`src/rtl/ahb_slave_mem_if.sv`:
```
// AHB-lite slave-side bus bundle: address/data phase signals from the
// master/decoder side and the slave's response signals.
interface ahb_slave_mem_if;
    logic        hsel;
    logic [31:0] haddr;
    logic [1:0]  htrans;
    logic        hwrite;
    logic [2:0]  hsize;
    logic [31:0] hwdata;
    logic        hready;
    logic        hreadyout;
    logic        hresp;
    logic [31:0] hrdata;

    modport master (
        output hsel, haddr, htrans, hwrite, hsize, hwdata, hready,
        input  hreadyout, hresp, hrdata
    );

    modport slave (
        input  hsel, haddr, htrans, hwrite, hsize, hwdata, hready,
        output hreadyout, hresp, hrdata
    );
endinterface

```
`src/rtl/ahb_slave_mem.sv`:
```
// AHB-lite slave memory: word-organised RAM with byte/halfword/word writes,
// programmable wait states and a two-cycle ERROR response for illegal
// accesses. Address and data phases are pipelined, so a new transfer is
// taken on the same edge that completes the current data phase.
module ahb_slave_mem #(
    parameter int DEPTH       = 64,
    parameter int WAIT_STATES = 1
) (
    input  logic            clk,
    input  logic            hresetn,
    ahb_slave_mem_if.slave  bus
);

    localparam int          AW        = (DEPTH > 1) ? $clog2(DEPTH) : 1;
    localparam logic [32:0] MEM_BYTES = 33'(DEPTH * 4);
    // Counter preload so that WAIT lasts exactly WAIT_STATES cycles.
    localparam logic [2:0]  WS_LOAD   = (WAIT_STATES > 0) ? 3'(WAIT_STATES - 1) : 3'd0;

    typedef enum logic [2:0] {
        S_IDLE,
        S_WAIT,
        S_DATA,
        S_ERR1,
        S_ERR2
    } state_t;

    state_t          state_q, state_d;
    logic [2:0]      wcnt_q, wcnt_d;
    logic [AW-1:0]   idx_q, idx_d;
    logic [1:0]      lane_q, lane_d;
    logic [1:0]      size_q, size_d;
    logic            write_q, write_d;
    logic [31:0]     hrdata_q, hrdata_d;

    logic [31:0]     mem_q [DEPTH];

    logic            ready_int;
    logic            accept;
    logic            illegal;
    logic            mem_we;
    logic [3:0]      be;
    logic [31:0]     rd_word;
    logic [31:0]     mem_wdata;
    logic            unused_htrans0;

    // Only htrans[1] distinguishes active from IDLE/BUSY transfers.
    assign unused_htrans0 = bus.htrans[0];

    // Address phase: acceptance and legality of the transfer on the bus.
    // The slave only takes a new address while its own data phase is
    // completing (or idle), so a stall elsewhere never double-captures.
    always_comb begin
        ready_int = (state_q != S_WAIT) && (state_q != S_ERR1);
        accept    = bus.hsel && bus.hready && bus.htrans[1] && ready_int;
        illegal   = ({1'b0, bus.haddr} >= MEM_BYTES)
                  || bus.hsize[2]
                  || (bus.hsize[1:0] == 2'b11)
                  || ((bus.hsize == 3'b001) && bus.haddr[0])
                  || ((bus.hsize == 3'b010) && (bus.haddr[1:0] != 2'b00));
    end

    // Next state, wait counter and address-phase capture.
    always_comb begin
        state_d = state_q;
        wcnt_d  = wcnt_q;
        idx_d   = idx_q;
        lane_d  = lane_q;
        size_d  = size_q;
        write_d = write_q;
        case (state_q)
            S_WAIT: begin
                if (wcnt_q == 3'd0) state_d = S_DATA;
                else                wcnt_d  = wcnt_q - 3'd1;
            end
            S_ERR1: state_d = S_ERR2;
            default: begin
                // IDLE, DATA and ERR2 all end with hreadyout=1 and may
                // launch the next transfer on this edge.
                state_d = S_IDLE;
                if (accept) begin
                    idx_d   = bus.haddr[AW+1:2];
                    lane_d  = bus.haddr[1:0];
                    size_d  = bus.hsize[1:0];
                    write_d = bus.hwrite;
                    if (illegal) begin
                        state_d = S_ERR1;
                    end else if (WAIT_STATES > 0) begin
                        state_d = S_WAIT;
                        wcnt_d  = WS_LOAD;
                    end else begin
                        state_d = S_DATA;
                    end
                end
            end
        endcase
    end

    // Data phase: byte-lane enables, write merge and read-data hold.
    always_comb begin
        case (size_q)
            2'b00:   be = 4'b0001 << lane_q;
            2'b01:   be = lane_q[1] ? 4'b1100 : 4'b0011;
            default: be = 4'b1111;
        endcase
        rd_word   = mem_q[idx_q];
        mem_we    = (state_q == S_DATA) && write_q;
        mem_wdata = rd_word;
        for (int b = 0; b < 4; b++) begin
            if (be[b]) mem_wdata[8*b +: 8] = bus.hwdata[8*b +: 8];
        end
        // Read data is live during the read DATA cycle so a write committed
        // on the previous edge is already visible; otherwise hold.
        hrdata_d  = ((state_q == S_DATA) && !write_q) ? rd_word : hrdata_q;
    end

    assign bus.hreadyout = ready_int;
    assign bus.hresp     = (state_q == S_ERR1) || (state_q == S_ERR2);
    assign bus.hrdata    = hrdata_d;

    // Control state registers with synchronous reset.
    always_ff @(posedge clk) begin
        if (!hresetn) begin
            state_q  <= S_IDLE;
            wcnt_q   <= 3'd0;
            idx_q    <= '0;
            lane_q   <= 2'd0;
            size_q   <= 2'd0;
            write_q  <= 1'b0;
            hrdata_q <= 32'd0;
        end else begin
            state_q  <= state_d;
            wcnt_q   <= wcnt_d;
            idx_q    <= idx_d;
            lane_q   <= lane_d;
            size_q   <= size_d;
            write_q  <= write_d;
            hrdata_q <= hrdata_d;
        end
    end

    // Memory array: contents survive reset; a reset edge suppresses the write.
    always_ff @(posedge clk) begin
        if (hresetn && mem_we) mem_q[idx_q] <= mem_wdata;
    end

endmodule

```
`src/flat_wrapper.sv`:
```
// flat-port wrapper written by rule: the top's interface ports become plain ports
module ahb_slave_mem_flat 
#(
    parameter int DEPTH       = 64,
    parameter int WAIT_STATES = 1
)
  (clk, hresetn, bus_hsel, bus_haddr, bus_htrans, bus_hwrite, bus_hsize, bus_hwdata, bus_hready, bus_hreadyout, bus_hresp, bus_hrdata);
  ahb_slave_mem_if bus_i ();
  input  logic clk;
  input  logic hresetn;
  input wire logic [$bits(bus_i.hsel)-1:0] bus_hsel;
  input wire logic [$bits(bus_i.haddr)-1:0] bus_haddr;
  input wire logic [$bits(bus_i.htrans)-1:0] bus_htrans;
  input wire logic [$bits(bus_i.hwrite)-1:0] bus_hwrite;
  input wire logic [$bits(bus_i.hsize)-1:0] bus_hsize;
  input wire logic [$bits(bus_i.hwdata)-1:0] bus_hwdata;
  input wire logic [$bits(bus_i.hready)-1:0] bus_hready;
  output wire logic [$bits(bus_i.hreadyout)-1:0] bus_hreadyout;
  output wire logic [$bits(bus_i.hresp)-1:0] bus_hresp;
  output wire logic [$bits(bus_i.hrdata)-1:0] bus_hrdata;
  assign bus_i.hsel = bus_hsel;
  assign bus_i.haddr = bus_haddr;
  assign bus_i.htrans = bus_htrans;
  assign bus_i.hwrite = bus_hwrite;
  assign bus_i.hsize = bus_hsize;
  assign bus_i.hwdata = bus_hwdata;
  assign bus_i.hready = bus_hready;
  assign bus_hreadyout = bus_i.hreadyout;
  assign bus_hresp = bus_i.hresp;
  assign bus_hrdata = bus_i.hrdata;
  ahb_slave_mem #(.DEPTH(DEPTH), .WAIT_STATES(WAIT_STATES)) u_core (.clk(clk), .hresetn(hresetn), .bus(bus_i));
endmodule
```
`config.mk`:
```
export PLATFORM = sky130hd
export DESIGN_NAME = ahb_slave_mem_flat
export DESIGN_NICKNAME = d
export VERILOG_FILES = /design/src/rtl/ahb_slave_mem_if.sv /design/src/rtl/ahb_slave_mem.sv /design/src/flat_wrapper.sv
export SDC_FILE = /design/constraint.sdc
export NUM_CORES = 2
export LEC_CHECK = 0
export ABC_CLOCK_PERIOD_IN_PS = 8350
export BUFFER_PORTS_ARGS = -buffer_cell sky130_fd_sc_hd__buf_2
export CORE_MARGIN = 4
export CORE_UTILIZATION = 50
export DETAILED_ROUTE_END_ITERATION = 7
export PLACE_DENSITY = 0.75
export SLEW_MARGIN = 0
export SYNTH_ARGS = -nofsm -noshare
export SYNTH_HDL_FRONTEND = slang
export SYNTH_SLANG_ARGS = --single-unit
```
`constraint.sdc`:
```
create_clock -name clk -period 8.35 [get_ports clk]
set_input_delay 1.67 -clock clk [delete_from_list [all_inputs] [get_ports clk]]
set_output_delay 1.67 -clock clk [all_outputs]
set_load 0.005 [all_outputs]
```
Word level (Yosys, flattened, before mapping)
Memories as Yosys holds them, arrays and structs flattened. A register that Yosys moved wholly into a read port is not among the register bits.
Index checks and enable logic that the tools add are counted.
{"block": "op_classes", "n_shift": 1, "multipliers": 0, "n_reduce_logical": 22, "div_mod_pow": 0, "muxes": 19, "n_bitwise": 2, "n_eq_ne": 13, "magnitude_cmp": 1, "addsub": 1}
{"operator": "$ge 32x9->1 const B", "n": 1}
{"operator": "$mux 32", "n": 1}
{"operator": "$mux 8", "n": 4}
{"operator": "$mux 3", "n": 5}
{"operator": "$mux 6", "n": 2}
{"operator": "$pmux 3 s2", "n": 2}
{"operator": "$eq 3x2->1 const B", "n": 3}
{"operator": "$logic_and 1x1->1", "n": 9}
{"operator": "$pmux 4 s2", "n": 1}
{"operator": "$eq 3x1->1 const B", "n": 2}
{"operator": "$logic_or 1x1->1", "n": 5}
{"operator": "$mux 4", "n": 1}
{"operator": "$ne 2x2->1 const B", "n": 2}
{"operator": "$reduce_and 4->1", "n": 1}
{"operator": "$reduce_bool 2->1", "n": 2}
{"operator": "$shl 1x2->4 const A", "n": 1}
{"operator": "$eq 3x3->1 const B", "n": 1}
{"operator": "$logic_not 3->1", "n": 1}
{"operator": "$ne 3x1->1 const B", "n": 1}
{"operator": "$ne 3x2->1 const B", "n": 1}
{"operator": "$sub 3x1->3 const B", "n": 1}
{"operator": "$eq 2x1->1 const B", "n": 1}
{"operator": "$eq 2x2->1 const B", "n": 1}
{"operator": "$logic_not 2->1", "n": 1}
{"operator": "7 further kinds", "n": 9}
{"block": "totals", "inputBits": 74, "out_inout_bits": 34, "latch_bits": 0, "rom_bits": 0, "elab_cells": 67, "memories": 1, "register_bits": 49, "ramBits": 2048}
{"memory": "u_core.mem_q", "depth": 64, "width": 32, "rd": 1, "rd_ports_with_merged_regs": 1, "wr": 1, "line_no": "ahb_slave_mem.sv:35", "rtl": "logic [31:0] mem_q [DEPTH];"}

Longest topological paths before layout
{"block": "logic_depth", "ltp_word": 8, "mapped_depth": 13, "mapped_depth_nobuf": 8}

Worst setup path after synthesis
Ideal clock, no wire load.
{"block": "synth_path", "kind": "register to register", "start": "reg with a tool-made name", "end": "mem u_core.mem_q[0][5], data pin", "arrival_ps": 4555, "path_buffers": 4, "path_slack_ps": 3076, "synth_period_minus_slack_ps": 5274, "t_required_ps": 7631, "setup_ps": 719, "path_stages_with_launch": 10, "path_cell_list": "dfxtp_1 > buf_2 > buf_2 > buf_2 > clkbuf_1 > mux4_2 > mux2i_1 > a22oi_1 > a21oi_1 > o31ai_1"}
{"element": "to (decl)", "line_no": "ahb_slave_mem.sv:35"}

==> results.cfg <==
[synthesis]
async_reset_ff_share_pct = 0
syn_avg_cell_area_um2 = 22.2
synthFlopType = edfxtp_1
ys_ff_latch = 2103
syn_nets = 3694
synth_sequential_area_ratio_pct = 77.8
yosysWarningCount = 0
synth-edff-count = 2048
netlist_area_um2 = 80500
yosysUniqueCellTypes = 59
synth_cells = 3618

[timing]
final_hold_viol_count = 0
setup_violations = 0
setup_tns_ps = 0
max_slew_margin_pct = -10.6
rsz0062_at_grt = false
worstMarginPinSlew_ps = 1650
final.setup_skew_ps = 35.2
fmax_ghz = 0.153
post-route-period-util_pct = 78.4
finalCriticalPeriod_ps = 6540
final_max_slew_viol_count = 2

[final_layout]
final_nets = 3905
drive_above_1_share_pct = 28.4
fillers = 11200
final_common_cell = edfxtp_1
final_cell_mix = edfxtp_1 (2048), mux4_2 (498), clkbuf_16 (195), a22oi_1 (191), buf_4 (108)
fin_util_pct = 56.8
finalInstanceArea_um2 = 90400
area_growth_pct = 12.3
final_cells = 6134

[critical_path]
path_cells = buf_12 -> mux4_2 -> a22oi_1 -> a21oi_1 -> or4_1 -> mux2_2 -> buf_2
slowest_stage = dfxtp_4
reg2reg_to = u_core.mem_q[31][0]$_DFFE_PP_
reg2reg_slack_ps = 3350
critPathLaunchType = flip-flop
arrival_ps = 4870
crit_fanout = 57
critical_path_required_ps = 6680
criticalPathCategory = flip-flop to primary output
endpoint_kind = primary output
max_stage_delay_ps = 990
r2r_cells = 7
worstSetupEndpoint = bus_hrdata[8]

[routing]
first_pass_iters = 8
antenna_left = 0
drc_errors = 0
viasPerCell = 6.45
finalWirelength_um = 199000
num_vias = 39600
wl_per_cell_um = 32.4
first_iter_violations = 6112

[clock_network]
cts_buffers = 190
tritoncts = built
cts.sinks = 2103
htreeDepth = 4
ctsRootBufferMaster = clkbuf_16
cts_buffer_depth = 3
clk_latency_ps = 830
clkSlewWorstSetupHoldPaths_ps = 60
cts_resized = 0
post_cts_buffers = 0
holdBufCountCts = 0

[floorplanning]
start_util_pct = 50.6
pin_count = 108
die_y_um = 409
rows = 146
die_w_um = 409
design.core.area_um2 = 159000
die_area_um2 = 167000

[global_route]
grt_pass1_wl_um = 286000
grt_max_degree = 169
first_global_vias = 40000
grt_use_total_pct = 23.7
antenna_found_initial = 3
grt_overflow = 0

[run]
maxCapViolCount = 1

[place]
port_buffers = 106
hpwl_um = 108000
dp_cells = 5783
place_area_um2 = 84300
gp_congestion = 0.821

[power]
p_leak_nw = 27.4
peakVddDrop_v = 0.000226
p_per_area_nw_per_um2 = 237

[outcome]
status = finished with violations
violations = capacitance limit, slew limit

[min_path]
hold_path.class = flip-flop to flip-flop
==> logic make-up (layout without fill, tap and decap cells) <==
logic type | count (synthesis) | after routing | synth area share, %
muxes | 634 | 634 | 15.8
adders and majority gates | 2 | 2 | 0.0311
AOI/OAI and AO/OA | 380 | 380 | 3.24
buffers and inverters | 211 | 580 | 1.34
DFF | 2103 | 2103 | 77.8
and+or+nand+nor | 288 | 288 | 1.79
other | 0 | 1 | 0
==> layout make-up <==
cell class | instances | area, um2 | area share [%]
diodes | 1 | 2.50 | 0.00277
repair buffers | 223 | 1520 | 1.68
inverters | 7 | 26.3 | 0.0291
flip-flops and latches | 2103 | 62600 | 69.3
well taps | 2146 | 2690 | 2.97
multi-input cells | 1304 | 17400 | 19.3
clock inverters | 116 | 1030 | 1.14
clock buffers | 234 | 5050 | 5.58
==> report_power, final <==
group	switching (mW)	leakage (nW)	internal (mW)
Clock	3.80	2.95	4.79
Sequential	0.0129	18.9	11.8
Combinational	0.696	5.53	0.250
Total	4.50	27.4	16.9
==> per-layer routing <==
metal / wire (um) / track usage [%] / share of wire [%]
met1: 73900 / 33.0 / 37
met2: 92100 / 36.1 / 46
met3: 25400 / 7.03 / 13
met4: 7260 / 8.76 / 3.7
met5: 13 / 0 / 0.0065
==> sequential cells by signal (all words and copies together), names as in the netlist, named ones only <==
name and flops:
u_core.hrdata_q 32, u_core.size_q 2, u_core.write_q 1, u_core.idx_q 6, u_core.mem_q 2048, u_core.wcnt_q 3
u_core.lane_q 2, u_core.state_q 3
==> cells in the mapped netlist (3+ instances only) <==
| library cell | instances | area [um2] |
|---|---|---|
| o21ai_0 | 8 | 40.0 |
| a21o_1 | 3 | 22.5 |
| inv_1 | 4 | 15.0 |
| a21oi_1 | 92 | 460 |
| a211oi_1 | 3 | 22.5 |
| a21boi_1 | 14 | 105 |
| buf_2 | 40 | 200 |
| a22oi_1 | 191 | 1430 |
| a32oi_1 | 9 | 78.8 |
| edfxtp_1 | 2048 | 61500 |
| nor2b_1 | 16 | 100 |
| mux2_1 | 13 | 146 |
| mux2_2 | 43 | 484 |
| or4_1 | 15 | 113 |
| nand3b_1 | 7 | 52.6 |
| buf_4 | 15 | 113 |
| nor4_1 | 15 | 93.8 |
| nor2_1 | 79 | 297 |
| o31ai_1 | 3 | 22.5 |
| a22o_1 | 14 | 123 |
| buf_1 | 11 | 41.3 |
| nor3_1 | 4 | 20.0 |
| mux4_2 | 498 | 11200 |
| nand4_1 | 4 | 25.0 |
| inv_2 | 3 | 11.3 |
| clkbuf_1 | 114 | 428 |
| a41oi_1 | 7 | 61.3 |
| nand2b_1 | 6 | 37.5 |
| o21ai_1 | 17 | 85.1 |
| mux2i_1 | 68 | 681 |
| nand2_1 | 77 | 289 |
| nand3_1 | 16 | 80.1 |
| dfxtp_1 | 55 | 1100 |
| a31oi_1 | 3 | 18.8 |
| nor3b_1 | 4 | 30.0 |
| buf_6 | 24 | 270 |
| and2_1 | 35 | 219 |
| mux2_4 | 12 | 180 |
==> worst max-delay path, delay by kind of cell, from the launching register on <==
kind	cells	cell delay [ps]
flops	1	990
simple gates	1	770
buf+inv	2	610
mux	2	920
compound gates	2	660
==> through the flow <==
step / setup slack [ps] / total power [mW] / hold WS [ps]
finish: 1810 / 21.4 / 465
global placement: 2280 / 13.0 / 448
CTS: 1740 / 21.4 / 465
floorplan: 3080 / 12.6 / 438
global route: 1580 / 22.0 / 485
detailed placement: 2250 / 13.0 / 457
==> worst min-delay path by stage <==
stage	startpoint	end	slack [ps]	cells after the start
after global routing	u_core.size_q[0]$_SDFFE_PN0P_	u_core.size_q[0]$_SDFFE_PN0P_	480	2
after CTS	u_core.hrdata_q[17]$_SDFF_PN0_	u_core.hrdata_q[17]$_SDFF_PN0_	470	2
after detailed placement	u_core.hrdata_q[17]$_SDFF_PN0_	u_core.hrdata_q[17]$_SDFF_PN0_	460	2
final	u_core.hrdata_q[17]$_SDFF_PN0_	u_core.hrdata_q[17]$_SDFF_PN0_	460	2
after global placement	u_core.size_q[0]$_SDFFE_PN0P_	u_core.size_q[0]$_SDFFE_PN0P_	450	2
after floorplan	u_core.size_q[0]$_SDFFE_PN0P_	u_core.size_q[0]$_SDFFE_PN0P_	440	2
No activity file was read; power rests on OpenSTA's default activity.
